$ cat config.mk
export PLATFORM = sky130hd
export DESIGN_NAME = pkt_mem_ctrl_flat
export DESIGN_NICKNAME = d
export VERILOG_FILES = /design/src/rtl/pkt_mem_pkg.sv /design/src/rtl/pkt_mem_if.sv /design/src/rtl/pkt_mem_rd_fsm.sv /design/src/rtl/pkt_mem_ctrl.sv /design/src/flat_wrapper.sv
export SDC_FILE = /design/constraint.sdc
export NUM_CORES = 1
export LEC_CHECK = 0
export ABC_AREA = 1
export ABC_CLOCK_PERIOD_IN_PS = 6950
export BUFFER_PORTS_ARGS = -buffer_cell sky130_fd_sc_hd__buf_2
export CAP_MARGIN = 40
export CORE_ASPECT_RATIO = 0.5
export CORE_MARGIN = 3
export CORE_UTILIZATION = 56
export CTS_BUF_LIST = sky130_fd_sc_hd__clkbuf_16
export DETAILED_ROUTE_END_ITERATION = 7
export HOLD_SLACK_MARGIN = 0.03
export PLACE_DENSITY = 0.79
export SYNTH_ARGS = -nofsm -noshare
export SYNTH_HDL_FRONTEND = slang
export SYNTH_HIERARCHICAL = 1
export SYNTH_SLANG_ARGS = --single-unit
export TNS_END_PERCENT = 50
$ cat constraint.sdc
create_clock -name clk_i -period 6.95 [get_ports clk_i]
set_clock_uncertainty 0.05 [all_clocks]
set_input_delay 2.085 -clock clk_i [delete_from_list [all_inputs] [get_ports clk_i]]
set_output_delay 2.085 -clock clk_i [all_outputs]
set_load 0.02 [all_outputs]
$ cat src/rtl/pkt_mem_pkg.sv
// Shared types and default geometry for the multi-slot packet-buffer controller.
package pkt_mem_pkg;

    typedef enum logic {
        IDLE = 1'b0,
        READ = 1'b1
    } rd_state_t;

    localparam int AWIDTH_DEF    = 6;
    localparam int SLOT_BITS_DEF = 2;
    localparam int NS            = 2 ** SLOT_BITS_DEF;
    localparam int SD            = 2 ** (AWIDTH_DEF - SLOT_BITS_DEF);
    localparam int OFF_W         = AWIDTH_DEF - SLOT_BITS_DEF;

endpackage

$ cat src/rtl/pkt_mem_if.sv
// Packet source / RAM address / reader bundle seen by the packet-buffer controller.
interface pkt_mem_if #(
    parameter int AWIDTH    = 6,
    parameter int SLOT_BITS = 2
);

    logic                 wr_val_i;
    logic                 wr_eop_i;
    logic                 wr_ready_o;
    logic                 wr_en_o;
    logic [AWIDTH-1:0]    wraddr_o;
    logic                 rd_ready_i;
    logic                 rd_en_o;
    logic [AWIDTH-1:0]    rdaddr_o;
    logic                 rd_val_o;
    logic                 rd_eop_o;
    logic [SLOT_BITS:0]   pkt_cnt_o;
    logic                 busy_o;
    logic                 drop_o;

    modport slave (
        input  wr_val_i, wr_eop_i, rd_ready_i,
        output wr_ready_o, wr_en_o, wraddr_o,
        output rd_en_o, rdaddr_o, rd_val_o, rd_eop_o,
        output pkt_cnt_o, busy_o, drop_o
    );

    modport master (
        output wr_val_i, wr_eop_i, rd_ready_i,
        input  wr_ready_o, wr_en_o, wraddr_o,
        input  rd_en_o, rdaddr_o, rd_val_o, rd_eop_o,
        input  pkt_cnt_o, busy_o, drop_o
    );

endinterface

$ cat src/rtl/pkt_mem_rd_fsm.sv
// Read side: walks stored packets slot by slot and signals when a slot is freed.
module pkt_mem_rd_fsm
    import pkt_mem_pkg::*;
#(
    parameter int SLOT_BITS = 2,
    parameter int OFF_W     = 4
) (
    input  logic                 clk_i,
    input  logic                 clear,
    input  logic                 pkt_avail,
    input  logic                 rd_ready,
    input  logic [OFF_W-1:0]     cur_len,
    output logic                 rd_en,
    output logic                 free,
    output logic [SLOT_BITS-1:0] rd_slot,
    output logic [OFF_W-1:0]     rd_off,
    output logic                 rd_val,
    output logic                 rd_eop
);

    rd_state_t state_q;
    rd_state_t state_d;

    always_ff @(posedge clk_i) begin
        if (clear) begin
            state_q <= IDLE;
            rd_slot <= '0;
            rd_off  <= '0;
            rd_val  <= 1'b0;
            rd_eop  <= 1'b0;
        end else begin
            state_q <= state_d;
            rd_val  <= rd_en;
            rd_eop  <= free;
            if (free) begin
                rd_slot <= rd_slot + 1'b1;
                rd_off  <= '0;
            end else if (rd_en) begin
                rd_off <= rd_off + 1'b1;
            end
        end
    end

    // The last word of a packet frees its slot and forces one idle cycle.
    always_comb begin
        state_d = state_q;
        rd_en   = 1'b0;
        free    = 1'b0;
        case (state_q)
            IDLE: begin
                if (pkt_avail) begin
                    state_d = READ;
                end
            end
            READ: begin
                rd_en = rd_ready;
                if (rd_ready && (rd_off == cur_len)) begin
                    free    = 1'b1;
                    state_d = IDLE;
                end
            end
            default: state_d = IDLE;
        endcase
    end

endmodule

$ cat src/rtl/pkt_mem_ctrl.sv
// Multi-slot packet-buffer controller: write addressing, per-slot length table,
// packet counter and oversize handling around the read FSM.
module pkt_mem_ctrl
    import pkt_mem_pkg::*;
#(
    parameter int AWIDTH        = AWIDTH_DEF,
    parameter int SLOT_BITS     = SLOT_BITS_DEF,
    parameter bit DROP_OVERSIZE = 1'b1
) (
    input  logic       clk_i,
    input  logic       srst_n_i,
    input  logic       clr_i,
    pkt_mem_if.slave   bus
);

    localparam int                 OFFW     = AWIDTH - SLOT_BITS;
    localparam int                 SLOTS    = 2 ** SLOT_BITS;
    localparam logic [OFFW-1:0]    LAST_OFF = {OFFW{1'b1}};
    localparam logic [SLOT_BITS:0] FULL     = (SLOT_BITS + 1)'(SLOTS);

    logic                 clear;
    logic [SLOT_BITS-1:0] wr_slot;
    logic [OFFW-1:0]      wr_off;
    logic [OFFW-1:0]      len_q [SLOTS];
    logic [SLOT_BITS:0]   cnt;
    logic                 dropping;
    logic                 truncating;
    logic                 drop_q;

    logic                 wr_ready;
    logic                 accept;
    logic                 wr_en;
    logic                 commit;
    logic                 drop_end;
    logic                 overflow;

    logic                 rd_en;
    logic                 free;
    logic [SLOT_BITS-1:0] rd_slot;
    logic [OFFW-1:0]      rd_off;
    logic                 rd_val;
    logic                 rd_eop;

    assign clear    = !srst_n_i || clr_i;
    assign wr_ready = (cnt != FULL) || dropping;
    assign accept   = bus.wr_val_i && wr_ready;
    // Once a packet overflows its slot, further words must not overwrite the last word.
    assign wr_en    = accept && !dropping && !truncating;
    assign commit   = accept && bus.wr_eop_i && !dropping;
    assign drop_end = accept && bus.wr_eop_i && dropping;
    assign overflow = wr_en && !bus.wr_eop_i && (wr_off == LAST_OFF);

    always_ff @(posedge clk_i) begin
        if (clear) begin
            wr_slot    <= '0;
            wr_off     <= '0;
            cnt        <= '0;
            dropping   <= 1'b0;
            truncating <= 1'b0;
            drop_q     <= 1'b0;
            for (int i = 0; i < SLOTS; i++) begin
                len_q[i] <= '0;
            end
        end else begin
            drop_q <= drop_end;
            if (commit) begin
                len_q[wr_slot] <= truncating ? LAST_OFF : wr_off;
                wr_slot        <= wr_slot + 1'b1;
                wr_off         <= '0;
                truncating     <= 1'b0;
            end else if (drop_end) begin
                dropping <= 1'b0;
                wr_off   <= '0;
            end else if (overflow) begin
                if (DROP_OVERSIZE) begin
                    dropping <= 1'b1;
                end else begin
                    truncating <= 1'b1;
                end
            end else if (wr_en) begin
                wr_off <= wr_off + 1'b1;
            end
            if (commit && !free) begin
                cnt <= cnt + 1'b1;
            end else if (free && !commit) begin
                cnt <= cnt - 1'b1;
            end
        end
    end

    pkt_mem_rd_fsm #(
        .SLOT_BITS (SLOT_BITS),
        .OFF_W     (OFFW)
    ) u_rd_fsm (
        .clk_i     (clk_i),
        .clear     (clear),
        .pkt_avail (cnt != '0),
        .rd_ready  (bus.rd_ready_i),
        .cur_len   (len_q[rd_slot]),
        .rd_en     (rd_en),
        .free      (free),
        .rd_slot   (rd_slot),
        .rd_off    (rd_off),
        .rd_val    (rd_val),
        .rd_eop    (rd_eop)
    );

    assign bus.wr_ready_o = wr_ready;
    assign bus.wr_en_o    = wr_en;
    assign bus.wraddr_o   = {wr_slot, wr_off};
    assign bus.rd_en_o    = rd_en;
    assign bus.rdaddr_o   = {rd_slot, rd_off};
    assign bus.rd_val_o   = rd_val;
    assign bus.rd_eop_o   = rd_eop;
    assign bus.pkt_cnt_o  = cnt;
    assign bus.busy_o     = (cnt == FULL);
    assign bus.drop_o     = drop_q;

endmodule

$ cat src/flat_wrapper.sv
// flat-port wrapper written by rule: the top's interface ports become plain ports
module pkt_mem_ctrl_flat import pkt_mem_pkg::*;
#(
    parameter int AWIDTH        = AWIDTH_DEF,
    parameter int SLOT_BITS     = SLOT_BITS_DEF,
    parameter bit DROP_OVERSIZE = 1'b1
)
  (clk_i, srst_n_i, clr_i, bus_wr_val_i, bus_wr_eop_i, bus_rd_ready_i, bus_wr_ready_o, bus_wr_en_o, bus_wraddr_o, bus_rd_en_o, bus_rdaddr_o, bus_rd_val_o, bus_rd_eop_o, bus_pkt_cnt_o, bus_busy_o, bus_drop_o);
  pkt_mem_if #(.AWIDTH(AWIDTH), .SLOT_BITS(SLOT_BITS)) bus_i ();
  input  logic clk_i;
  input  logic srst_n_i;
  input  logic clr_i;
  input wire logic [$bits(bus_i.wr_val_i)-1:0] bus_wr_val_i;
  input wire logic [$bits(bus_i.wr_eop_i)-1:0] bus_wr_eop_i;
  input wire logic [$bits(bus_i.rd_ready_i)-1:0] bus_rd_ready_i;
  output wire logic [$bits(bus_i.wr_ready_o)-1:0] bus_wr_ready_o;
  output wire logic [$bits(bus_i.wr_en_o)-1:0] bus_wr_en_o;
  output wire logic [$bits(bus_i.wraddr_o)-1:0] bus_wraddr_o;
  output wire logic [$bits(bus_i.rd_en_o)-1:0] bus_rd_en_o;
  output wire logic [$bits(bus_i.rdaddr_o)-1:0] bus_rdaddr_o;
  output wire logic [$bits(bus_i.rd_val_o)-1:0] bus_rd_val_o;
  output wire logic [$bits(bus_i.rd_eop_o)-1:0] bus_rd_eop_o;
  output wire logic [$bits(bus_i.pkt_cnt_o)-1:0] bus_pkt_cnt_o;
  output wire logic [$bits(bus_i.busy_o)-1:0] bus_busy_o;
  output wire logic [$bits(bus_i.drop_o)-1:0] bus_drop_o;
  assign bus_i.wr_val_i = bus_wr_val_i;
  assign bus_i.wr_eop_i = bus_wr_eop_i;
  assign bus_i.rd_ready_i = bus_rd_ready_i;
  assign bus_wr_ready_o = bus_i.wr_ready_o;
  assign bus_wr_en_o = bus_i.wr_en_o;
  assign bus_wraddr_o = bus_i.wraddr_o;
  assign bus_rd_en_o = bus_i.rd_en_o;
  assign bus_rdaddr_o = bus_i.rdaddr_o;
  assign bus_rd_val_o = bus_i.rd_val_o;
  assign bus_rd_eop_o = bus_i.rd_eop_o;
  assign bus_pkt_cnt_o = bus_i.pkt_cnt_o;
  assign bus_busy_o = bus_i.busy_o;
  assign bus_drop_o = bus_i.drop_o;
  pkt_mem_ctrl #(.AWIDTH(AWIDTH), .SLOT_BITS(SLOT_BITS), .DROP_OVERSIZE(DROP_OVERSIZE)) u_core (.clk_i(clk_i), .srst_n_i(srst_n_i), .clr_i(clr_i), .bus(bus_i));
endmodule
; Yosys cells after proc, flatten, opt, wreduce, memory -nomap -nowiden
; Memory sizes are Yosys's and may differ from the RTL's. A register that Yosys moved wholly into a read port is not among the register bits.
; Cells that the tools add are included.
[word_totals]
ff_bits = 20
latchBits = 0
ram_bits = 16
rom_bits = 0
n_memories = 1
[mem_list]
columns = name, depth, width, read_ports, rd_clocked_by_memory_dff, write_ports, line_no
row1 = u_core.len_q, 4, 4, 1, 1, 4, pkt_mem_ctrl.sv:24  ; logic [OFFW-1:0] len_q [SLOTS];
[op_classes]
add_sub_neg = 6
mul = 0
div_mod_pow = 0
magnitude_cmp = 0
n_eq_ne = 4
shifts = 0
mux = 20
bitwise_logic = 3
n_reduce_logical = 25
[op_table]
columns = op, count
row1 = 1-bit 2-to-1 mux, 13
row2 = 1-bit logical AND, 10
row3 = 4-bit by 1-bit adder with 4-bit output (second input constant), 2
row4 = 2-bit 2-to-1 mux, 3
row5 = 3-bit 2-to-1 mux, 2
row6 = 1-bit logical NOT, 5
row7 = 2-bit by 1-bit adder with 2-bit output (second input constant), 2
row8 = 4-bit == test, 1
row9 = 4-bit == test (second input constant), 1
row10 = 4-bit 2-to-1 mux, 1
row11 = 2-bit AND reduction, 2
row12 = 2-bit nonzero test, 2
row13 = 4-bit OR reduction, 1
row14 = 3-bit by 1-bit adder with 3-bit output (second input constant), 1
row15 = 3-bit == test (second input constant), 1
row16 = 3-bit inequality test (second input constant), 1
row17 = 1-bit inverter, 3
row18 = 3-bit nonzero test, 1
row19 = 3-bit OR reduction, 1
row20 = 3-bit by 1-bit subtractor with 3-bit output (second input constant), 1
row21 = 1-bit logical OR, 2
row22 = 1-bit case mux with 2 select lines, 1
row23 = 2-bit OR reduction, 1

; Longest topological paths before layout
[depth]
depth_word = 10
mapped_depth = 19

; Cells and area by module
; The synthesis kept the hierarchy.
[by_module_without_submodules]
columns = module, n_inst, cells_each, area_each_um2
row1 = pkt_mem_ctrl, 1, 156, 1321.3
row2 = pkt_mem_rd_fsm, 1, 63, 460.4

; Least setup slack after synthesis
; Ideal clock, no wire load.
[synth_path]
path_kind = input to output
from = in bus_wr_val_i
to = out bus_wr_en_o
arrival_ns = 2.488
required_ns = 4.815
setup_slack_ns = 2.327
stages = 4
path_cell_list = inv_1 > nor2_4 > nand2_1 > inv_1
[synth_between]
elab_chain_len = 2
[synth_rtl]
columns = element, line_no
row1 = "start, declared", flat_wrapper.sv:13  ; input wire logic [$bits(bus_i.wr_val_i)-1:0] bus_wr_val_i;
row2 = 1-bit logical AND, pkt_mem_ctrl.sv:46  ; assign accept = bus.wr_val_i && wr_ready;
row3 = 1-bit logical AND, pkt_mem_ctrl.sv:48  ; assign wr_en = accept && !dropping && !truncating;
row4 = "end, declared", flat_wrapper.sv:17  ; output wire logic [$bits(bus_i.wr_en_o)-1:0] bus_wr_en_o;
; Every way passes these cells.

; Worst setup path in the final report
; Ends and elaborated chain as after synthesis.

==> results.sh <==
export IMPL_die_area_um2=3940
export IMPL_async_flop_share=0
export IMPL_cp_required_ps=4820
export IMPL_hold_start="u_core/u_rd_fsm/state_q"
export IMPL_drt_iter0_markers=63
export IMPL_worst_slack_ps=2140
export IMPL_start_util=0.637
export IMPL_yosys_top_cells_count="nand2_1 (42), nor2_1 (36), inv_1 (34)"
export IMPL_rows=13
export IMPL_power_density_nw_per_um2=224
export IMPL_rr_endpoint="u_core/bus.pkt_cnt_o[2]"
export IMPL_routed_wl_um=3690
export IMPL_path_max_fanout=4
export IMPL_synth_area_per_cell_um2=8.14
export IMPL_synth_edf_count=16
export IMPL_vias_per_cell=5.20
export IMPL_clock_latency_ps=280
export IMPL_gp_congestion=0.769
export IMPL_intPower_w=0.000365
export IMPL_holdBufCountCts=0
export IMPL_rsz0062_at_grt="false"
export IMPL_setup_tns_ps=0
export IMPL_fin_crit_sh=0.693
export IMPL_fin_nets=261
export IMPL_clockPowerShare=0.439
export IMPL_port_buffers=27
export IMPL_reg2reg_depth=18
export IMPL_cp_slowest_cell="buf_2"
export IMPL_ir_drop_v=0.000118
export IMPL_antenna_found_initial=0
export IMPL_drc=0
export IMPL_report_final_hold_viol_count=0
export IMPL_post_cts_buffers=0
export IMPL_r2r_start="u_core/u_rd_fsm/rd_slot[0]"
export IMPL_synth_top_area_frac=0.270
export IMPL_holdPathEnd="u_core/u_rd_fsm/state_q"
export IMPL_htreeDepth=2
export IMPL_synth_cell_type_count=26
export IMPL_slowest_delay_ps=160
export IMPL_place_ws_ps=2140
export IMPL_die_h_um=45.9
export IMPL_synth_seq_area_share=0.494
export IMPL_outcome="complete, no violations"
export IMPL_syn_cell_area_um2=1780
export IMPL_wl_per_cell_um=12.8
export IMPL_power_leakage_nw=0.968
export IMPL_wl_met1_um=1700
export IMPL_syn_to_final_growth_pct=17.3
export IMPL_min_period_ps=4810
export IMPL_setup_viol=0
export IMPL_synth_area_leaders="edfxtp_1 (27%), dfxtp_1 (22%), nand2_1 (8.8%)"
export IMPL_maxSlewHeadroom=0.544
export IMPL_cts_root_buf="clkbuf_16"
export IMPL_wl_met2_um=1700
export IMPL_hold_path_depth=2
export IMPL_slew_viol_final=0
export IMPL_synth_most_common_cell="nand2_1"
export IMPL_synth_top_area_cell="edfxtp_1"
export IMPL_path_cells="buf_2, inv_1, nor2_4, nand2_1, inv_1, buf_2"
export IMPL_crit_path_start_kind="primary input"
export IMPL_first_pass_iters=4
export IMPL_cts_max_path_buffers=2
export IMPL_path_class="in2out"
export IMPL_grt_ovfl_total=0
export IMPL_fill_cells=233
export IMPL_ys_ff_latch=36
export IMPL_post_cts_resized=0
export IMPL_cts_tree="yes"
export IMPL_wl_met3_um=231
export IMPL_p_comb_frac=0.070
export IMPL_grt_max_degree=14
export IMPL_drive_gt1_frac=0.190
export IMPL_numCtsBuffers=5
export IMPL_ys_warn_count=6
export IMPL_core_um2=2800
export IMPL_hpwl_um=2820
export IMPL_n_antenna_cell=0
export IMPL_swShare=0.221
export IMPL_die_width_um=85.8
export IMPL_postSynthCellCount=219
export IMPL_worst_pin_slew_ps=677
export IMPL_grtUsageTotal=0.204
export IMPL_syn_num_nets=229
export IMPL_grt_pass1_vias=1293
export IMPL_grt_pass1_wl_um=5840
export IMPL_hold_path_class="reg2reg"
export IMPL_io_pins=28
export IMPL_maxCapViolCount=0
export IMPL_fmax_mhz=208
export IMPL_ant_nets=0
export IMPL_end_kind="output pin"
export IMPL_cts_reportedPaths_clkPinSlew_ps=50
export IMPL_num_vias=1503
export IMPL_p_seq_frac=0.491
export IMPL_dr_max_layer_used="met4"
export IMPL_arrival_ps=2680
export IMPL_cts_sink_count=36
export IMPL_ys_flop_type="dfxtp_1"
export IMPL_rrSetupSlack_ps=4240
export IMPL_p_sw_w=0.000103
==> final cells by class <==
type / instances / area, µm² / share of cell area
clock buffer: 5 / 125 / 0.0599
timing repair buffer: 27 / 135 / 0.0647
sequential: 36 / 881 / 0.422
multi-input combinational: 144 / 749 / 0.359
tap: 37 / 46.3 / 0.0222
inverter: 37 / 141 / 0.0677
clock inverter: 3 / 11.3 / 0.00539
==> routing by layer <==
layer,vias to the layer above,global-route usage
met2,43,0.370
met5,-,0
li1,766,-
met3,10,0.0542
met1,684,0.234
met4,0,0.0946
==> kinds of logic after synthesis <==
| kind of cell | Yosys count | synth area share |
|---|---|---|
| AO/OA/AOI/OAI | 29 | 0.0864 |
| flip-flops | 36 | 0.494 |
| AND/OR/NAND/NOR | 107 | 0.282 |
| adder cells (fa/ha/maj) | 4 | 0.0323 |
| buffers and inverters | 39 | 0.0850 |
| XOR/XNOR | 4 | 0.0197 |
==> state kept, by name, summed over array words and instances (netlist names) <==
signal	cells
u_core/u_rd_fsm/rd_val	1
u_core/wr_slot	2
u_core/wr_off	4
u_core/u_rd_fsm/state_q	1
u_core/len_q	16
u_core/bus.pkt_cnt_o	3
u_core/u_rd_fsm/rd_eop	1
u_core/u_rd_fsm/rd_slot	2
u_core/u_rd_fsm/rd_off	4
u_core/bus.drop_o	1
u_core/dropping	1
==> power groups by stage <==
stage	registers [W]	clock network (W)	logic (W)
after floorplan	0.000235	0	0.0000221
after global placement	0.000234	0	0.0000314
after detailed placement	0.000234	0	0.0000327
after CTS	0.000230	0.000209	0.0000330
after global routing	0.000231	0.000217	0.0000368
final	0.000230	0.000206	0.0000327
==> placed cells by master (no fill, tap or decap) <==
master / instances
buf_2: 27
nand3_2: 2
o21ai_0: 15
nand4_1: 5
inv_4: 1
clkinv_1: 1
nand3_4: 1
xor2_1: 4
fa_1: 1
nor2_1: 36
nand2_4: 2
edfxtp_1: 16
nand3_1: 10
o21ai_2: 1
o22ai_1: 4
o21ai_1: 1
clkbuf_16: 5
a21oi_1: 8
inv_1: 36
ha_1: 3
or2_2: 1
nand2_1: 42
nor3_1: 2
nor2_4: 3
inv_2: 2
dfxtp_1: 20
nand2_2: 2
nor2_2: 1
==> worst max-delay path, delay by kind of cell <==
family                 cells  cell delay, ps
AND/OR/NAND/NOR            2             220
buffers and inverters      4             370
==> how the worst max path moves through the flow <==
stage	slack, ps	to	from	cells past startpoint
after global routing	2100	bus_wr_en_o	bus_wr_val_i	6
after global placement	2170	bus_wr_en_o	bus_wr_val_i	6
after CTS	2130	bus_wr_en_o	bus_wr_val_i	6
after floorplan	2330	bus_wr_en_o	bus_wr_val_i	4
final	2140	bus_wr_en_o	bus_wr_val_i	6
after detailed placement	2140	bus_wr_en_o	bus_wr_val_i	6
==> metrics by stage <==
step	hold WS (ps)	util	power, W	std cells	area (µm²)
global route	479	0.747	0.000484	289	2090
CTS	452	0.747	0.000472	289	2090
global placement	439	0.698	0.000265	281	1950
finish	450	0.747	0.000469	289	2090
floorplan	423	-	0.000257	219	1780
detailed placement	445	0.698	0.000267	281	1950
Power figures use the tool's default switching activity.
